## config.mk

```make
export PLATFORM = sky130hd
export DESIGN_NAME = add_sub_sequencer_4bit_flat
export DESIGN_NICKNAME = d
export VERILOG_FILES = /design/src/rtl/add_sub_sequencer_4bit_if.sv /design/src/rtl/add_sub_sequencer_4bit.sv /design/src/flat_wrapper.sv
export SDC_FILE = /design/constraint.sdc
export NUM_CORES = 1
export LEC_CHECK = 0
export ABC_AREA = 1
export CORE_UTILIZATION = 30
export CTS_CLUSTER_DIAMETER = 60
export DETAILED_ROUTE_END_ITERATION = 16
export PLACE_DENSITY = 0.55
export SLEW_MARGIN = 20
export SYNTH_ARGS = -nofsm -noshare
export SYNTH_HDL_FRONTEND = slang
export SYNTH_SLANG_ARGS = --single-unit
```

## constraint.sdc

```tcl
create_clock -name clk -period 3.4 [get_ports clk]
set_input_delay 0.68 -clock clk [delete_from_list [all_inputs] [get_ports clk]]
set_output_delay 0.68 -clock clk [all_outputs]
set_load 0.01 [all_outputs]
```

## src/rtl/add_sub_sequencer_4bit_if.sv

```systemverilog
// Signal bundle between the operand sequencer, its operand source/result sink and the 4-bit adder.
// The slave modport is the sequencer's view; the master modport is everything around it.
interface add_sub_sequencer_4bit_if;
   logic       in_valid;
   logic [3:0] in_data;
   logic       in_op;
   logic       in_ready;
   logic [3:0] a_out;
   logic [3:0] b_out;
   logic       sel_out;
   logic [3:0] s_in;
   logic       cout_in;
   logic       res_valid;
   logic [3:0] res_data;
   logic       res_cout;
   logic       res_ovf;
   logic       res_ready;

   modport slave (
      input  in_valid, in_data, in_op, s_in, cout_in, res_ready,
      output in_ready, a_out, b_out, sel_out, res_valid, res_data, res_cout, res_ovf
   );

   modport master (
      output in_valid, in_data, in_op, s_in, cout_in, res_ready,
      input  in_ready, a_out, b_out, sel_out, res_valid, res_data, res_cout, res_ovf
   );
endinterface

```

## src/rtl/add_sub_sequencer_4bit.sv

```systemverilog
// Operand sequencer and result capture around a 4-bit adder/subtractor: collects A then B+op,
// holds the adder inputs for HOLD_CYCLES, then captures S/cout plus a signed-overflow flag.
//
// state   | meaning
// IDLE    | waiting for the A word
// GET_B   | A held, waiting for the B word and op
// EXEC    | adder inputs held while the hold counter runs
// RESULT  | captured result offered until res_ready
module add_sub_sequencer_4bit #(
   parameter int HOLD_CYCLES = 1
) (
   input logic                    clk,
   input logic                    rst,
   add_sub_sequencer_4bit_if.slave bus
);

   typedef enum logic [1:0] {
      ST_IDLE   = 2'd0,
      ST_GET_B  = 2'd1,
      ST_EXEC   = 2'd2,
      ST_RESULT = 2'd3
   } state_t;

   localparam logic [3:0] HOLD_LAST = 4'(HOLD_CYCLES - 1);

   state_t     state_q, state_d;
   logic [3:0] cnt_q, cnt_d;
   logic [3:0] a_q, b_q;
   logic       sel_q;
   logic [3:0] res_data_q;
   logic       res_cout_q;
   logic       res_ovf_q;

   logic       load_a;
   logic       load_b;
   logic       capture;
   logic       ovf_calc;

   always_ff @(posedge clk) begin
      if (rst) begin
         state_q    <= ST_IDLE;
         cnt_q      <= 4'd0;
         a_q        <= 4'd0;
         b_q        <= 4'd0;
         sel_q      <= 1'b0;
         res_data_q <= 4'd0;
         res_cout_q <= 1'b0;
         res_ovf_q  <= 1'b0;
      end else begin
         state_q <= state_d;
         cnt_q   <= cnt_d;
         if (load_a) begin
            a_q <= bus.in_data;
         end
         if (load_b) begin
            b_q   <= bus.in_data;
            sel_q <= bus.in_op;
         end
         if (capture) begin
            res_data_q <= bus.s_in;
            res_cout_q <= bus.cout_in;
            res_ovf_q  <= ovf_calc;
         end
      end
   end

   always_comb begin
      state_d = state_q;
      cnt_d   = cnt_q;
      load_a  = 1'b0;
      load_b  = 1'b0;
      capture = 1'b0;
      unique case (state_q)
         ST_IDLE: begin
            if (bus.in_valid) begin
               load_a  = 1'b1;
               state_d = ST_GET_B;
            end
         end
         ST_GET_B: begin
            if (bus.in_valid) begin
               load_b  = 1'b1;
               cnt_d   = 4'd0;
               state_d = ST_EXEC;
            end
         end
         ST_EXEC: begin
            if (cnt_q == HOLD_LAST) begin
               capture = 1'b1;
               cnt_d   = 4'd0;
               state_d = ST_RESULT;
            end else begin
               cnt_d = cnt_q + 4'd1;
            end
         end
         ST_RESULT: begin
            if (bus.res_ready) begin
               state_d = ST_IDLE;
            end
         end
         default: state_d = ST_IDLE;
      endcase
   end

   // Subtract flips B's sign for the overflow test: overflow when effective operand signs agree but S differs from A.
   always_comb begin
      if (sel_q) begin
         ovf_calc = (a_q[3] != b_q[3]) && (bus.s_in[3] != a_q[3]);
      end else begin
         ovf_calc = (a_q[3] == b_q[3]) && (bus.s_in[3] != a_q[3]);
      end
   end

   assign bus.in_ready  = ((state_q == ST_IDLE) || (state_q == ST_GET_B)) && !rst;
   assign bus.res_valid = (state_q == ST_RESULT);
   assign bus.a_out     = a_q;
   assign bus.b_out     = b_q;
   assign bus.sel_out   = sel_q;
   assign bus.res_data  = res_data_q;
   assign bus.res_cout  = res_cout_q;
   assign bus.res_ovf   = res_ovf_q;

endmodule

```

## src/flat_wrapper.sv

```systemverilog
// flat-port wrapper written by rule: the top's interface ports become plain ports
module add_sub_sequencer_4bit_flat 
#(
   parameter int HOLD_CYCLES = 1
)
  (clk, rst, bus_in_valid, bus_in_data, bus_in_op, bus_s_in, bus_cout_in, bus_res_ready, bus_in_ready, bus_a_out, bus_b_out, bus_sel_out, bus_res_valid, bus_res_data, bus_res_cout, bus_res_ovf);
  add_sub_sequencer_4bit_if bus_i ();
  input logic clk;
  input logic rst;
  input wire logic [$bits(bus_i.in_valid)-1:0] bus_in_valid;
  input wire logic [$bits(bus_i.in_data)-1:0] bus_in_data;
  input wire logic [$bits(bus_i.in_op)-1:0] bus_in_op;
  input wire logic [$bits(bus_i.s_in)-1:0] bus_s_in;
  input wire logic [$bits(bus_i.cout_in)-1:0] bus_cout_in;
  input wire logic [$bits(bus_i.res_ready)-1:0] bus_res_ready;
  output wire logic [$bits(bus_i.in_ready)-1:0] bus_in_ready;
  output wire logic [$bits(bus_i.a_out)-1:0] bus_a_out;
  output wire logic [$bits(bus_i.b_out)-1:0] bus_b_out;
  output wire logic [$bits(bus_i.sel_out)-1:0] bus_sel_out;
  output wire logic [$bits(bus_i.res_valid)-1:0] bus_res_valid;
  output wire logic [$bits(bus_i.res_data)-1:0] bus_res_data;
  output wire logic [$bits(bus_i.res_cout)-1:0] bus_res_cout;
  output wire logic [$bits(bus_i.res_ovf)-1:0] bus_res_ovf;
  assign bus_i.in_valid = bus_in_valid;
  assign bus_i.in_data = bus_in_data;
  assign bus_i.in_op = bus_in_op;
  assign bus_i.s_in = bus_s_in;
  assign bus_i.cout_in = bus_cout_in;
  assign bus_i.res_ready = bus_res_ready;
  assign bus_in_ready = bus_i.in_ready;
  assign bus_a_out = bus_i.a_out;
  assign bus_b_out = bus_i.b_out;
  assign bus_sel_out = bus_i.sel_out;
  assign bus_res_valid = bus_i.res_valid;
  assign bus_res_data = bus_i.res_data;
  assign bus_res_cout = bus_i.res_cout;
  assign bus_res_ovf = bus_i.res_ovf;
  add_sub_sequencer_4bit #(.HOLD_CYCLES(HOLD_CYCLES)) u_core (.clk(clk), .rst(rst), .bus(bus_i));
endmodule
```

==> key figures <==
STA
  – Measured slew at the worst slew-check pin: 0.477 ns
  – Endpoints failing setup: 0
  – Final hold vios: 0
  – Slew Limit Fails: 0
  – Fmax: between 0.4 and 0.5 GHz
  – Fin crit share: 0.731
  – Setup_tns: 0 ns
  – Clock skew: 0.00118 ns
  – Setup repair after global routing missed its margin: no
  – Clock period minus worst slack: roughly 2.5 ns
  – Slew Limit Headroom: 0.682
  – Worst Hold Margin: between 0.4 and 0.5 ns

Hold path
  – Hold Crit Start: u_core.bus.res_data[3]
  – Worst Hold Path EP: u_core.bus.res_data[3]
  – Hold Crit Depth: 2
  – Worst Hold Class: flop to flop

Floorplanning
  – Row count: 20
  – Die ar.: about 3500 um2
  – Core Region: a little over 3000 um2
  – IO Pins: 31
  – Die Width: between 50 and 60 um
  – Initial Utilization: 0.321
  – Die H: 59.4 um

Power
  – Internal: around 600 uW
  – Max VDD drop: between 0.0002 and 0.00025 V
  – Sw Ratio: 0.386
  – Reg power frac: 0.387
  – Power Density: around 700 nW/um2
  – Sw Pwr: around 370 uW
  – Comb power frac: 0.489
  – Clk network pwr share: 0.123
  – Leak Pwr: between 0.5 and 0.6 nW

Yosys
  – Synthesized net count: between 150 and 200
  – Synth Register Bits: 21
  – Register area share after synthesis: 0.426
  – Syn avg cell area: 7.26 um2
  – Mapped Area: 987 um2
  – Post-Synthesis Cells: approximately 140
  – Warning count from the yosys run: 0
  – Yosys cell types: 14

Worst setup path
  – R2r worst-path depth: 7
  – Family with the most delay on the worst path: buffers and inverters
  – Crit end category: output port
  – Crit path cell chain: clkdlybuf4s50_1 > a21oi_1 > clkdlybuf4s50_1
  – WP depth: 3
  – Crit path DAT: roughly 1.8 ns
  – Worst R2R End: u_core.bus.res_ovf
  – Critical Path RT: 2.72 ns
  – Worst path max stage delay: around 0.54 ns
  – Critical setup path kind: input pin to output port
  – CP Launch Type: input pin
  – CP most frequent cell: clkdlybuf4s50_1
  – Reg-to-Reg Start: u_core.state_q[0]
  – Slowest-stage cell, CP: clkdlybuf4s50_1
  – Worst Path Buf+Inv: 2
  – R2R Setup Slk: approximately 1.9 ns
  – Critical path peak fanout: 3

Final layout
  – Layout cells sized above 1: 0.0417
  – Layout overhead on the synthesized area: 37.0%
  – Fillcell total: roughly 330
  – Commonest non-fill, non-tap cell in the layout: clkdlybuf4s50_1
  – Antenna diodes: 0
  – Nets: 190
  – Final design area excluding fillers: between 1000 and 1500 um2
  – Register area: 420 um2
  – Most frequent cells in the layout: 30 x clkdlybuf4s50_1, 22 x inv_1, 22 x nor2_1, 21 x nand2_1, 21 x dfxtp_1
  – Final non-filler cell total: approximately 210
  – Area of the multi-input gates: about 470 um2

Status
  – Outcome: complete, no violations

Clock network
  – H-tree levels: 1
  – Clk slew on worst S/H paths: between 0.1 and 0.15 ns
  – CTS Buf Count: 3
  – CTS Root Cell: clkbuf_4
  – Post-CTS Hold Fix Bufs: 0
  – Sink Count: 21
  – Longest Clk Path Bufs: 2
  – Clk_lat worst skew: ~0.30 ns
  – Post-CTS resize count: 0
  – Clock tree from TritonCTS: yes
  – Buffer count from post-CTS setup fixing: 0

Run
  – Max cap viols: 0

Global routing
  – Largest net degree at the start of global routing: 19
  – Initial antenna violation count: 0
  – Global-route wire length before repair: roughly 3400 um
  – GR Util All Layers: 0.131
  – GRT overflow: 0
  – Vias in the first global route: between 800 and 900

Route
  – ANT nets after route: 0
  – Drt wl/cell: 9.75 um
  – DRT Pass-1 Iters: 4
  – Via density: approximately 4.3
  – Detailed Route WL: approximately 2100 um
  – Starting DRT DRC Count: 12
  – DRC: 0
  – Vias: around 900

Placed design
  – Port-buffer cells: 30
  – Number of placed instances, taps included: approximately 210
  – Placed Area: roughly 1300 um2
  – HPWL Detailed: approximately 1600 um
  – GPL Wtd Cong: between 0.7 and 0.8
==> worst register-to-register path: stages, from the launching register on <==
cell	delay, ns
dfxtp_1	0.36
inv_1	0.12
ha_1	0.28
nand3_1	0.30
nand2_1	0.13
inv_1	0.04
nor2_1	0.12
nor2_1	0.06
==> state kept, by name (all words and copies together), names as in the netlist <==
name                 count
u_core.bus.a_out         4
u_core.bus.sel_out       1
u_core.bus.res_ovf       1
u_core.bus.res_data      4
u_core.cnt_q             4
u_core.bus.res_cout      1
u_core.bus.b_out         4
u_core.state_q           2
==> cell type report <==
type | count | share of cell area
inverter | 22 | 0.0611
tap | 44 | 0.0407
clock buffer | 4 | 0.0194
timing repair buffer | 30 | 0.222
multi-input combinational | 91 | 0.346
sequential | 21 | 0.311
==> metal layers <==
layer | wire length (um) | vias up | GRT usage | part of all wire
met5 | 0 | - | 0 | 0
met4 | 37 | 0 | 0.0714 | 0.018
met3 | 138 | 5 | 0.0328 | 0.067
met2 | 929 | 22 | 0.222 | 0.45
met1 | 961 | 386 | 0.151 | 0.47
li1 | - | 488 | - | -
==> worst max-delay path by stage <==
stage,from,endpoint,slack (ns)
2_1_floorplan,rst,bus_in_ready,1.84
3_3_place_gp,rst,bus_in_ready,0.93
3_5_place_dp,rst,bus_in_ready,0.92
4_1_cts,rst,bus_in_ready,0.90
5_1_grt,rst,bus_in_ready,0.85
6_report,rst,bus_in_ready,0.92
==> synthesized netlist by cell type <==
cell	count	share of area
nand3_1	5	0.025
inv_1	22	0.084
nor2_2	1	0.0063
nand4_1	1	0.0063
xor2_1	2	0.018
a21oi_1	14	0.071
nor2_1	22	0.084
ha_1	7	0.089
nand2_2	3	0.019
o21ai_0	15	0.076
clkbuf_2	1	0.0051
buf_6	1	0.011
dfxtp_1	21	0.43
nand2_1	21	0.080
==> cell families (layout without fill, tap and decap cells) <==
family | count (synthesis) | in the layout | synth area share
compound gates | 29 | 29 | 0.147
buf+inv | 24 | 56 | 0.100
flops | 21 | 21 | 0.426
xor+xnor | 2 | 2 | 0.0177
simple gates | 53 | 53 | 0.221
fa+ha+maj | 7 | 7 | 0.0887
==> per-stage QoR <==
stage                     total power [mW]  setup slack, ns   util
after floorplan                      0.664             1.84      -
after global placement               0.831            0.931  0.431
after detailed placement             0.841            0.918  0.431
after CTS                            0.962            0.902  0.439
after global routing                  1.04            0.849  0.439
final                                0.949            0.915  0.439
==> power by group through the flow <==
stage / clock, mW / combinational, mW / sequential [mW]
3_3_place_gp: 0 / 0.462 / 0.370
3_5_place_dp: 0 / 0.467 / 0.375
2_1_floorplan: 0 / 0.272 / 0.392
4_1_cts: 0.126 / 0.468 / 0.368
5_1_grt: 0.135 / 0.526 / 0.377
6_report: 0.117 / 0.465 / 0.368
No activity file was read; power rests on OpenSTA's default activity.
